### src/rtl/mdv_rx_ctrl.sv
// Microdrive receive controller: samples the replay stage outputs, buffers bytes
// in a small FIFO, raises the gap interrupt and shifts the drive-select register.
module mdv_rx_ctrl #(
    parameter int unsigned FIFO_DEPTH = 4
) (
    input  logic       clk,
    input  logic       reset,
    input  logic       mdv_gap,
    input  logic       mdv_rx_ready,
    input  logic [7:0] mdv_dout,
    input  logic       selck,
    input  logic       seld,
    input  logic       rd_status,
    input  logic       rd_data,
    input  logic       irq_ack,
    output logic [7:0] mdv_sel,
    output logic [7:0] status,
    output logic [7:0] rx_data,
    output logic       gap_irq
);

    localparam int unsigned AW = $clog2(FIFO_DEPTH);
    localparam logic [AW:0] FULL_CNT = (AW+1)'(FIFO_DEPTH);

    logic          r_gap_s, r_gap_d;
    logic          r_rdy_s, r_rdy_d;
    logic [7:0]    r_dout_s;
    logic [7:0]    r_sel;
    logic          r_gap_irq;
    logic          r_overrun;
    logic [AW-1:0] r_wptr, r_rptr;
    logic [AW:0]   r_count;
    logic [7:0]    r_mem [FIFO_DEPTH];

    logic          w_gap_rise, w_rx_rise;
    logic          w_empty, w_full;
    logic          w_push, w_pop, w_ovr_evt;
    logic [2:0]    w_cnt_sat;

    assign w_gap_rise = r_gap_s & ~r_gap_d;
    assign w_rx_rise  = r_rdy_s & ~r_rdy_d;
    assign w_empty    = (r_count == '0);
    assign w_full     = (r_count == FULL_CNT);
    assign w_pop      = rd_data & ~w_empty;
    // A flush swallows a coincident byte; a full FIFO still accepts it when a pop frees a slot.
    assign w_push     = w_rx_rise & ~w_gap_rise & (~w_full | w_pop);
    assign w_ovr_evt  = w_rx_rise & ~w_gap_rise & w_full & ~w_pop;

    always_ff @(posedge clk or posedge reset) begin
        if (reset) begin
            r_gap_s  <= 1'b0;
            r_gap_d  <= 1'b0;
            r_rdy_s  <= 1'b0;
            r_rdy_d  <= 1'b0;
            r_dout_s <= '0;
        end else begin
            r_gap_s  <= mdv_gap;
            r_gap_d  <= r_gap_s;
            r_rdy_s  <= mdv_rx_ready;
            r_rdy_d  <= r_rdy_s;
            r_dout_s <= mdv_dout;
        end
    end

    always_ff @(posedge clk or posedge reset) begin
        if (reset) begin
            r_sel <= '0;
        end else if (selck) begin
            r_sel <= {r_sel[6:0], seld};
        end
    end

    always_ff @(posedge clk or posedge reset) begin
        if (reset) begin
            r_gap_irq <= 1'b0;
            r_overrun <= 1'b0;
        end else begin
            if (w_gap_rise) begin
                r_gap_irq <= 1'b1;
            end else if (irq_ack) begin
                r_gap_irq <= 1'b0;
            end
            if (w_ovr_evt) begin
                r_overrun <= 1'b1;
            end else if (rd_status) begin
                r_overrun <= 1'b0;
            end
        end
    end

    always_ff @(posedge clk or posedge reset) begin
        if (reset) begin
            r_wptr  <= '0;
            r_rptr  <= '0;
            r_count <= '0;
        end else if (w_gap_rise) begin
            r_wptr  <= '0;
            r_rptr  <= '0;
            r_count <= '0;
        end else begin
            if (w_push) begin
                r_wptr <= r_wptr + 1'b1;
            end
            if (w_pop) begin
                r_rptr <= r_rptr + 1'b1;
            end
            if (w_push && !w_pop) begin
                r_count <= r_count + 1'b1;
            end else if (!w_push && w_pop) begin
                r_count <= r_count - 1'b1;
            end
        end
    end

    always_ff @(posedge clk) begin
        if (w_push) begin
            r_mem[r_wptr] <= r_dout_s;
        end
    end

    always_comb begin
        w_cnt_sat = 3'(r_count);
        if (32'(r_count) > 32'd7) begin
            w_cnt_sat = 3'd7;
        end
    end

    assign mdv_sel = r_sel;
    assign gap_irq = r_gap_irq;
    assign rx_data = w_empty ? 8'h00 : r_mem[r_rptr];
    assign status  = {|r_sel, w_cnt_sat, r_gap_irq, r_overrun, ~w_empty, r_gap_s};

endmodule

### config.mk
export PLATFORM = sky130hd
export DESIGN_NAME = mdv_rx_ctrl
export DESIGN_NICKNAME = d
export VERILOG_FILES = /design/src/rtl/mdv_rx_ctrl.sv
export SDC_FILE = /design/constraint.sdc
export NUM_CORES = 1
export LEC_CHECK = 0
export CORE_MARGIN = 8
export CORE_UTILIZATION = 45
export CTS_BUF_LIST = sky130_fd_sc_hd__clkbuf_8
export DETAILED_ROUTE_END_ITERATION = 7
export DONT_BUFFER_PORTS = 1
export GPL_TIMING_DRIVEN = 0
export SETUP_SLACK_MARGIN = 0.05
export SLEW_MARGIN = 40
export SYNTH_ARGS = -nofsm -noshare
export SYNTH_HDL_FRONTEND = slang
export SYNTH_SLANG_ARGS = --single-unit
### constraint.sdc
create_clock -name clk -period 5.2 [get_ports clk]
set_input_delay 1.04 -clock clk [delete_from_list [all_inputs] [get_ports clk]]
set_output_delay 1.04 -clock clk [all_outputs]
set_load 0.02 [all_outputs]
Word level (Yosys, flattened, before mapping)
Memory sizes are Yosys's and may differ from the RTL's.
Cells that the tools add are included.
{"block": "op_classes", "shifts": 0, "n_eq_ne": 1, "bitwise_logic": 14, "magnitude_cmp": 0, "n_mul": 0, "n_div": 0, "n_mux": 14, "reduce_logical": 11, "addsub": 4}
{"op": "$mux W3", "count": 3}
{"op": "$mux W2", "count": 4}
{"op": "$mux W8", "count": 1}
{"op": "$reduce_bool A2 Y1", "count": 4}
{"op": "$reduce_or A8 Y1", "count": 1}
{"op": "$and A1 B1 Y1", "count": 7}
{"op": "$mux W1", "count": 6}
{"op": "$not A1 Y1", "count": 6}
{"op": "$add A2 B1 Y2 const B", "count": 2}
{"op": "$add A3 B1 Y3 const B", "count": 1}
{"op": "$eq A3 B3 Y1 const B", "count": 1}
{"op": "$logic_not A3 Y1", "count": 1}
{"op": "$reduce_bool A3 Y1", "count": 1}
{"op": "$sub A3 B1 Y3 const B", "count": 1}
{"op": "$logic_and A1 B1 Y1", "count": 2}
{"op": "$logic_not A1 Y1", "count": 2}
{"op": "$or A1 B1 Y1", "count": 1}
{"block": "word_totals", "latchBits": 0, "reg_bits": 29, "output_inout_bits": 25, "mem_count": 1, "ram_bits": 32, "mem_bits_ro": 0, "elab_cells": 56}
{"memory": "r_mem", "depth": 4, "word_bits": 8, "read_ports": 1, "rd_ports_with_merged_regs": 0, "write_ports": 1, "line": "33", "text": "logic [7:0] r_mem [FIFO_DEPTH];"}

Logic depth before layout (Yosys ltp)
{"block": "depth", "ltp_word": 10, "mapped_depth": 8}

Worst setup path after synthesis
No wires, ideal clock.
{"block": "synth_timing", "kind": "input to register", "start": "input rd_data", "end": "register r_count[2]", "path_slack_ps": 1918, "path_buffers": 1, "t_arrival_ps": 3158, "setup_ps": 124, "cell_stages": 8, "cell_sequence": "or4b_1 -> and3_1 -> buf_6 -> and2_2 -> fa_1 -> or3_1 -> and3_1 -> o31a_1"}
{"block": "synth_between", "elab_chain_cells": 6}
{"item": "start, declared", "line": "14", "text": "input logic rd_data,"}
{"item": "$and A1 B1 Y1 *", "line": "44", "text": "assign w_pop = rd_data & ~w_empty;"}
{"item": "$or A1 B1 Y1", "line": "46", "text": "assign w_push = w_rx_rise & ~w_gap_rise & (~w_full | w_pop);"}
{"item": "$and A1 B1 Y1", "line": "46"}
{"item": "$logic_and A1 B1 Y1 / $logic_not A1 Y1 (equally long branches)", "line": "107, 109"}
{"item": "$mux W3 / $logic_and A1 B1 Y1 (equally long branches)", "line": "107, 109"}
{"item": "$mux W3 / $reduce_bool A3 Y1 (equally long branches)"}
{"item": "end signal, assigned", "line": "108", "text": "r_count <= r_count + 1'b1;"}
{"item": "end signal, assigned", "line": "110", "text": "r_count <= r_count - 1'b1;"}
{"item": "end, declared", "line": "32", "text": "logic [AW:0] r_count;"}
Every way passes the cells marked *; elsewhere a longest branch is shown, timed or not.
A chain may end at the register's enable or synchronous reset.

Worst setup path in the final report
Same ends and word-level chain as after synthesis.

==> run_results.csv <==
group,metric,value,unit
clock_network,clockBufferDepth,2,
die,io_pins,42,
status,status,"complete, no violations",
placed_design,placed_area,2540,um^2
placed_design,dp_cells,221,
layout,synthToLayoutAreaGrowth,11.2,%
clock_network,post-cts-setup-buffers,0,
routing,antenna_left,0,
sta,setup_viol,0,
critical_path,worstSetupEndpointType,"flop",
routing,firstDrtPassIters,5,
synth,synth_area_leaders,"edfxtp_1 (39%), dfrtp_1 (30%), mux4_2 (7.4%)",
die,core,5370,um^2
routing,wl_per_cell,17.8,um
sta,rsz0062_at_grt,"no",
synth,ys_ff_latch,61,
critical_path,worstPathMaxFanout,8,
layout,stdcell_area,2720,um^2
power_and_ir_drop,ir_worst_vdd,0.245,mV
sta,timing.slew.headroom,0.593,
synth,postSynthCellCount,149,
routing,wl,4230,um
layout,drive_gt1_frac,0.279,
die,fp.dieH,89.8,um
power_and_ir_drop,cellLeakagePower,1.03,nW
synth,yosysUniqueCellTypes,36,
layout,multi_input_area,681,um^2
layout,ff_latch_area,1690,um^2
clock_network,htree_levels,3,
die,initial_core_util,0.456,
die,num_rows,27,
critical_path,crit_path_start_kind,"input port",
power_and_ir_drop,power_density,512,nW/um^2
synth,synth-simple-area-share,0.0925,
clock_network,cts.sinks,61,
flow_run,maxCapViolations,0,
synth,synth_adder_area_share,0.0286,
placed_design,gp_congestion,0.756,
clock_network,cts.reportedPaths.clkPinSlew,0.06,ns
synth,synth_xor_area_frac,0.0143,
hold_path,worstHoldPathType,"reg -> reg",
layout,final_cell_mix,"edfxtp_1 (32), dfrtp_1 (29), mux2_2 (9), clkbuf_8 (9)",
routing,initialDrtViolationCount,58,
synth,synth_top_family_by_area,"multiplexers",
layout,fill_cells,455,
placed_design,portBuffers,0,
die,dieArea,8060,um^2
synth,synth_fp_nets,171,
synth,avgSynthCellArea,16.4,um^2
global_routing,grt_max_degree,30,
sta,skew,0.00587,ns
clock_network,ctsHoldBuffers,0,
placed_design,post-place-ws,1.82,ns
sta,worst_pin_slew,0.609,ns
clock_network,numCtsBuffers,9,
critical_path,worstPathArrival,3.28,ns
synth,synth-compound-area-share,0.0276,
synth,synth.mux.area_fraction,0.115,
critical_path,r2r_slack,2.25,ns
layout,layoutNonFillerInstCount,238,
clock_network,clockRootBuffer,"clkbuf_8",
sta,report.final.slew_viol_count,0,
sta,period_share,0.589,
global_routing,grt_usage,0.113,
global_routing,grt_pass1_wl,6940,um
routing,viasPerCell,5.13,
global_routing,grt_overflow,0,
synth,yosysTopAreaCellShare,0.392,
synth,synth_area,2450,um^2
sta,hold_viol_final,0,
global_routing,grt_pass1_vias,1359,
critical_path,path_class,"in -> reg",
sta,fmax,327,MHz
critical_path,required,5.41,ns
sta,final.setup.tns,0,ns
synth,yosysWarnings,0,
layout,finish.net_count,182,
die,dieWidth,89.8,um
clock_network,cts_resized,0,
sta,fin_ws,2.14,ns
routing,route.vias.total,1221,
synth,ys.flop_type,"edfxtp_1",
synth,async_reset_ff_frac,0.475,
synth,yosys.area.top_type,"edfxtp_1",
clock_network,insertion_delay,0.32,ns
global_routing,antenna_found_initial,1,
layout,final_common_cell,"edfxtp_1",
placed_design,dp_hpwl,2920,um
clock_network,tritoncts,"yes",
synth,ys_seq_area_frac,0.689,
synth,synth-edff-count,32,
routing,drc,0,
sta,finalCriticalPeriod,3.06,ns
[state kept, by name, summed over array words and instances, names as in the netlist]
register   flops
r_wptr         2
r_rptr         2
r_count        3
r_mem         32
r_dout_s       8
r_rdy_d        1
mdv_sel        8
gap_irq        1
r_gap_s        1
r_rdy_s        1
r_overrun      1
r_gap_d        1
[worst max-delay path, cell delays in order]
cell,delay [ns]
or4b_1,0.49
and3_1,0.18
buf_6,0.13
and2_2,0.17
fa_1,0.43
or3_1,0.38
and3_1,0.20
o31a_1,0.26
[path summary, 6_finish.rpt]
| check | end | start | cells past startpoint |
|---|---|---|---|
| min in group asynchronous | r_gap_d | reset | 1 |
| worst max-delay path | r_count[2] | rd_data | 8 |
| worst max register to register | r_count[2] | r_count[1] | 8 |
| worst min-delay path | r_rdy_d | r_rdy_s | 0 |
| worst min register to register | r_rdy_d | r_rdy_s | 0 |
| max in group asynchronous | r_dout_s[0] | reset | 1 |
[synthesized netlist by cell type (2+ instances only)]
| library cell | n |
|---|---|
| nor2_1 | 3 |
| inv_1 | 7 |
| and3_1 | 2 |
| buf_2 | 2 |
| clkbuf_1 | 2 |
| edfxtp_1 | 32 |
| nand2_1 | 4 |
| o31ai_1 | 2 |
| xnor2_1 | 2 |
| and2_2 | 5 |
| mux2_2 | 9 |
| o21ai_0 | 2 |
| and2_1 | 8 |
| nand3_1 | 2 |
| or3_1 | 2 |
| mux4_2 | 8 |
| nand2b_1 | 2 |
| dfrtp_1 | 29 |
| nor4_1 | 3 |
| buf_4 | 3 |
| xor2_1 | 2 |
| ha_1 | 4 |
[where the power goes]
| group | internal [mW] | switching, mW | leakage (nW) |
|---|---|---|---|
| logic | 0.148 | 0.213 | 0.293 |
| registers | 0.570 | 0.0859 | 0.641 |
| clock network | 0.214 | 0.164 | 0.0990 |
[layer usage]
metal / share of wire / GRT usage / up-vias
met1: 0.42 / 0.124 / 616
li1: - / - / 560
met3: 0.064 / 0.0449 / 7
met2: 0.50 / 0.177 / 38
met4: 0.019 / 0.0804 / 0
met5: 0 / 0 / -
[layout make-up]
| class | count | share of cell area |
|---|---|---|
| flip-flops and latches | 61 | 0.619 |
| multi-input cells | 72 | 0.250 |
| clock buffers | 9 | 0.0455 |
| well taps | 72 | 0.0331 |
| clock inverters | 7 | 0.0216 |
| plain buffers | 9 | 0.0202 |
| inverters | 7 | 0.00965 |
| diodes | 1 | 0.000919 |
[kinds of logic after synthesis]
family,count (synthesis)
AND/OR/NAND/NOR,37
flip-flops,61
multiplexers,17
buffers and inverters,16
XOR/XNOR,4
AO/OA/AOI/OAI,9
adder cells (fa/ha/maj),5
[per-stage QoR]
| stage | power, mW | hold slack (ns) | util |
|---|---|---|---|
| 3_3_place_gp | 1.01 | 0.383 | 0.473 |
| 6_report | 1.40 | 0.406 | 0.507 |
| 3_5_place_dp | 1.04 | 0.397 | 0.473 |
| 4_1_cts | 1.42 | 0.412 | 0.507 |
| 5_1_grt | 1.48 | 0.426 | 0.507 |
| 2_1_floorplan | 0.953 | 0.369 | - |
(Power assumes the default switching activity.)
